===== src/rtl/sweep_controller.sv =====
// sweep_controller: drives a load/up/down counter through a Lo -> Hi -> Lo
// triangle for a programmable number of passes, checking every step the
// counter takes against an internally tracked expected value.
//
//  state  | meaning
//  -------+--------------------------------------------------------------
//  IDLE   | waiting for Start; rejects Start when Lo_Bound >= Hi_Bound
//  LOAD   | Load asserted with IN = Lo; counter holds Lo next cycle
//  UP     | counting up towards Hi; turns around at Hi with no dwell
//  DOWN   | counting down towards Lo; a pass completes on reaching Lo
module sweep_controller #(
    parameter int WIDTH = 5,
    parameter int CYC_W = 4
) (
    input  logic             CLK,
    input  logic             RST,
    input  logic             Start,
    input  logic [WIDTH-1:0] Lo_Bound,
    input  logic [WIDTH-1:0] Hi_Bound,
    input  logic [CYC_W-1:0] Cycles,
    input  logic             Abort,
    input  logic [WIDTH-1:0] Counter,
    input  logic             High,
    input  logic             Low,
    output logic [WIDTH-1:0] IN,
    output logic             Load,
    output logic             Up,
    output logic             Down,
    output logic             Busy,
    output logic             Done,
    output logic             Error
);

    typedef enum logic [1:0] {S_IDLE, S_LOAD, S_UP, S_DOWN} state_t;

    state_t           state;
    state_t           next_state;
    logic [WIDTH-1:0] lo_q;
    logic [WIDTH-1:0] hi_q;
    logic [WIDTH-1:0] expected;
    logic [CYC_W-1:0] cycles_q;
    logic [CYC_W-1:0] remaining;

    logic start_ok;
    logic sweeping;
    logic mismatch;
    logic at_hi;
    logic at_lo;
    logic last_pass;

    assign start_ok  = Start && (Lo_Bound < Hi_Bound);
    assign sweeping  = (state == S_UP) || (state == S_DOWN);
    assign mismatch  = sweeping && (Counter != expected);
    assign at_hi     = (Counter == hi_q);
    assign at_lo     = (Counter == lo_q);
    // Cycles == 0 means run until Abort, so it never has a last pass.
    assign last_pass = (cycles_q != '0) && (remaining == CYC_W'(1));

    // State register.
    always_ff @(posedge CLK or negedge RST) begin
        if (!RST) begin
            state <= S_IDLE;
        end else begin
            state <= next_state;
        end
    end

    // Next-state decode; Abort overrides completion and mismatch.
    always_comb begin
        next_state = state;
        case (state)
            S_IDLE: if (start_ok) next_state = S_LOAD;
            S_LOAD: next_state = S_UP;
            S_UP: begin
                if (mismatch)   next_state = S_IDLE;
                else if (at_hi) next_state = S_DOWN;
            end
            S_DOWN: begin
                if (mismatch)   next_state = S_IDLE;
                else if (at_lo) next_state = last_pass ? S_IDLE : S_UP;
            end
            default: next_state = S_IDLE;
        endcase
        if (Abort && (state != S_IDLE)) next_state = S_IDLE;
    end

    // Counter command decode; turnarounds happen in the same cycle as the compare.
    always_comb begin
        Load = 1'b0;
        Up   = 1'b0;
        Down = 1'b0;
        if (!Abort) begin
            case (state)
                S_LOAD: Load = 1'b1;
                S_UP: begin
                    if (!mismatch) begin
                        if (at_hi) Down = !Low;
                        else       Up   = !High;
                    end
                end
                S_DOWN: begin
                    if (!mismatch) begin
                        if (!at_lo)          Down = !Low;
                        else if (!last_pass) Up   = !High;
                    end
                end
                default: ;
            endcase
        end
    end

    // Datapath: bounds capture, expected-value tracking, pass count and status pulses.
    always_ff @(posedge CLK or negedge RST) begin
        if (!RST) begin
            lo_q      <= '0;
            hi_q      <= '0;
            cycles_q  <= '0;
            remaining <= '0;
            expected  <= '0;
            IN        <= '0;
            Busy      <= 1'b0;
            Done      <= 1'b0;
            Error     <= 1'b0;
        end else begin
            Busy  <= (next_state != S_IDLE);
            Done  <= 1'b0;
            Error <= 1'b0;
            case (state)
                S_IDLE: begin
                    if (start_ok) begin
                        lo_q      <= Lo_Bound;
                        hi_q      <= Hi_Bound;
                        cycles_q  <= Cycles;
                        remaining <= Cycles;
                        IN        <= Lo_Bound;
                    end else if (Start) begin
                        Error <= 1'b1;
                    end
                end
                S_LOAD: expected <= lo_q;
                S_UP: begin
                    if (!Abort) begin
                        if (mismatch)   Error    <= 1'b1;
                        else if (at_hi) expected <= expected - WIDTH'(1);
                        else            expected <= expected + WIDTH'(1);
                    end
                end
                S_DOWN: begin
                    if (!Abort) begin
                        if (mismatch) begin
                            Error <= 1'b1;
                        end else if (!at_lo) begin
                            expected <= expected - WIDTH'(1);
                        end else begin
                            if (cycles_q != '0) remaining <= remaining - CYC_W'(1);
                            if (last_pass) Done     <= 1'b1;
                            else           expected <= expected + WIDTH'(1);
                        end
                    end
                end
                default: ;
            endcase
        end
    end

endmodule


===== config.mk =====
export PLATFORM = sky130hd
export DESIGN_NAME = sweep_controller
export DESIGN_NICKNAME = d
export VERILOG_FILES = /design/src/rtl/sweep_controller.sv
export SDC_FILE = /design/constraint.sdc
export NUM_CORES = 1
export LEC_CHECK = 0
export CORE_MARGIN = 8
export CORE_UTILIZATION = 51
export DETAILED_ROUTE_END_ITERATION = 12
export PLACE_DENSITY = 0.8
export SLEW_MARGIN = 0
export SYNTH_ARGS = -nofsm -noshare
export SYNTH_HDL_FRONTEND = slang
export SYNTH_SLANG_ARGS = --single-unit

===== constraint.sdc =====
create_clock -name CLK -period 2.55 [get_ports CLK]
set_input_delay 0.765 -clock CLK [delete_from_list [all_inputs] [get_ports CLK]]
set_output_delay 0.765 -clock CLK [all_outputs]
set_load 0.1 [all_outputs]

==> flow_summary.ini <==
[run_status]
status = complete, but fails checks
violations = setup timing

[timing]
slew_violations = 0
fin_worst_skew_ns = 0.00876
whs_ns = 0.514
setup_viol = 2
rsz0062_at_grt = yes
fmax_mhz = 337
period_needed_ns = 2.97
hold_viol_final = 0
fin_crit_sh = 1.16
fin_ws_ns = -0.416
slew_headroom = 0.702
tightest_slew_ns = 0.444
setup_tns_ns = -0.786

[hold_path]
hp-start = cycles_q[1]
min_path_type = reg -> reg

[drt]
drc = 0
antenna_left = 0
dr.pass1.iters = 4
drt-initial-drc-count = 125
wire_per_inst_um = 18.8
wl_mm = 5.72
num_vias = 1763
viasPerCell = 5.80

[setup_path]
worstPathRequired_ns = 1.79
slowest_delay_ns = 0.36
worstPathCellList = buf_6 > buf_6 > buf_4 > xnor2_2 > nand3_1 > o21bai_4 > a2111oi_4 > buf_12
path_class = in -> out
crit_path_end_kind = primary output
cp-start-kind = primary input
reg2reg_from = lo_q[0]
path_max_fanout = 2
worstSetupStartpoint = Counter[3]
crit_arrival_ns = 2.20
path_buf_inv = 4
cp_slowest_cell = a2111oi_4
cp_top_family = buffers and inverters
cp_common_cell = buf_6

[yosys]
synth.avg_cell_area_um2 = 9.66
synth.distinct_cells = 45
yosys_register_bits = 28
syn_area_um2 = 1750
synth_nets = 214
synth_edf_count = 0
synth_cells = 181
async_flop_share = 1.00
synth_top_flop_cell = dfrtp_1
yosysWarnings = 0
seq_area_frac_synth = 0.401

[die]
core_area_um2 = 3310
initial_utilization = 0.528
io_pins = 36
die_y_um = 74.6
die_x_um = 74.6
placementRows = 21
dieArea_um2 = 5560

[placement]
port_buffers = 35
placed_cells = 284
gp_congestion = 0.842
dp_hpwl_mm = 3.65

[pwr]
powerDensity_nw_per_um2 = 755
leakagePower_nw = 1.28
ir_drop_mv = 0.501

[layout]
final_common_cell = buf_4
area_growth_pct = 57.4
nNetsFinal = 292
drive_gt1_frac = 0.411
final_cell_mix = buf_4 (52), dfrtp_1 (25), nand2_1 (17)
n_fill_cell = 201
n_antenna_cell = 0
final-instance-count-excl-fill = 304

[grt]
grt_pass1_vias = 1890
grt_usage = 0.223
grt-ovfl-total = 0
grt_pass1_wl_mm = 9.37
antenna_found_initial = 0
grt_start_max_net_pins = 29

[clock_network]
cts_tree = yes
cts_buffers = 3
clock_path_buffers = 2
clkSinkCount = 28
cts.clk_slew.worst_paths_ns = 0.15
root_buffer = clkbuf_4
worstSkewPairLatency_ns = 0.35
htreeDepth = 1

[flow_run]
drv_cap = 0
path summary, 6_finish.rpt:
| check | depth (start not counted) | endpoint | slack, ns |
|---|---|---|---|
| max | 8 | Up | -0.42 |
| min | 2 | cycles_q[1] | 0.51 |
| max reg2reg | 9 | expected[3] | 0.23 |
| min reg2reg | 2 | cycles_q[1] | 0.51 |
| max in group asynchronous | 2 | lo_q[4] | 1.47 |
| min in group asynchronous | 2 | expected[2] | 0.77 |
flip-flops by register name, summed over array words and instances (netlist names):
register and cells:
expected 5, hi_q 5, lo_q 5, cycles_q 4
remaining 4, state 2, Busy 1, Done 1
Error 1
repair_timing:
item | CTS | global route
resized for setup | 46 | 13
setup endpoints to repair | 23 | 4
pin swaps | 14 | 9
hold buffers | 0 | 0
setup buffers | 16 | 0
layer usage:
layer | global-route usage | share of wire | wire, um | up-vias
met5 | 0 | 0 | 0 | -
met4 | 0.135 | 0.040 | 231 | 0
met3 | 0.0472 | 0.070 | 402 | 23
met2 | 0.373 | 0.49 | 2810 | 81
met1 | 0.254 | 0.40 | 2280 | 868
li1 | - | - | - | 791
Yosys cell counts, types with 2 or more instances:
library cell / count / area (um2)
o21a_1: 2 / 15.0
a31oi_1: 2 / 12.5
xnor2_1: 10 / 87.6
mux2_2: 5 / 56.3
a21o_1: 4 / 30.0
buf_6: 2 / 22.5
nor3_1: 4 / 20.0
a22o_1: 2 / 17.5
nor2_1: 7 / 26.3
o21ai_0: 13 / 65.1
nor4_1: 3 / 18.8
a22oi_1: 2 / 15.0
a211oi_1: 2 / 15.0
a2bb2oi_1: 2 / 17.5
clkbuf_1: 4 / 15.0
inv_1: 10 / 37.5
xor2_1: 6 / 52.6
mux2_4: 4 / 60.1
nand2b_1: 5 / 31.3
a21oi_2: 2 / 17.5
a21boi_0: 2 / 15.0
ha_1: 8 / 100
nand2_1: 18 / 67.6
mux2i_1: 3 / 30.0
nand3_1: 9 / 45.0
dfrtp_1: 28 / 701
a21oi_1: 4 / 20.0
tightest hold or removal path, delay by kind of cell, from the launching register on:
| kind | cells | cell delay, ns |
|---|---|---|
| DFF | 1 | 0.38 |
| AOI/OAI and AO/OA | 1 | 0.06 |
| and+or+nand+nor | 1 | 0.05 |
report_power, final:
| part | internal, W | switching (W) |
|---|---|---|
| Clock | 0.0000878 | 0.000146 |
| Combinational | 0.000508 | 0.000614 |
| Sequential | 0.000570 | 0.000152 |
per-stage QoR:
step                      setup slack [ns]  power, W   util  area [um2]
after floorplan                     -0.971   0.00139      -        1890
after global placement              -0.897   0.00167  0.750        2480
after detailed placement            -0.970   0.00171  0.750        2480
after CTS                           -0.413   0.00199  0.814        2700
after global routing                -0.441   0.00218  0.831        2750
final                               -0.416   0.00208  0.831        2750
final cells by class:
type / instances / area (um2) / share of cell area
flip-flops and latches: 28 / 704 / 0.256
clock buffers: 4 / 36.3 / 0.0132
repair buffers: 82 / 727 / 0.264
multi-input cells: 134 / 1190 / 0.431
inverters: 10 / 40.0 / 0.0145
well taps: 46 / 57.6 / 0.0209
logic make-up (layout without fill, tap and decap cells):
logic type / count (synthesis) / in the layout / synth area share
and+or+nand+nor: 54 / 54 / 0.152
buffers and inverters: 19 / 96 / 0.0529
DFF: 28 / 28 / 0.401
xor gates and xnor gates: 16 / 16 / 0.0801
adders and majority gates: 8 / 8 / 0.0572
muxes: 12 / 12 / 0.0837
AOI/OAI and AO/OA: 44 / 44 / 0.173
Power figures use the tool's default switching activity.
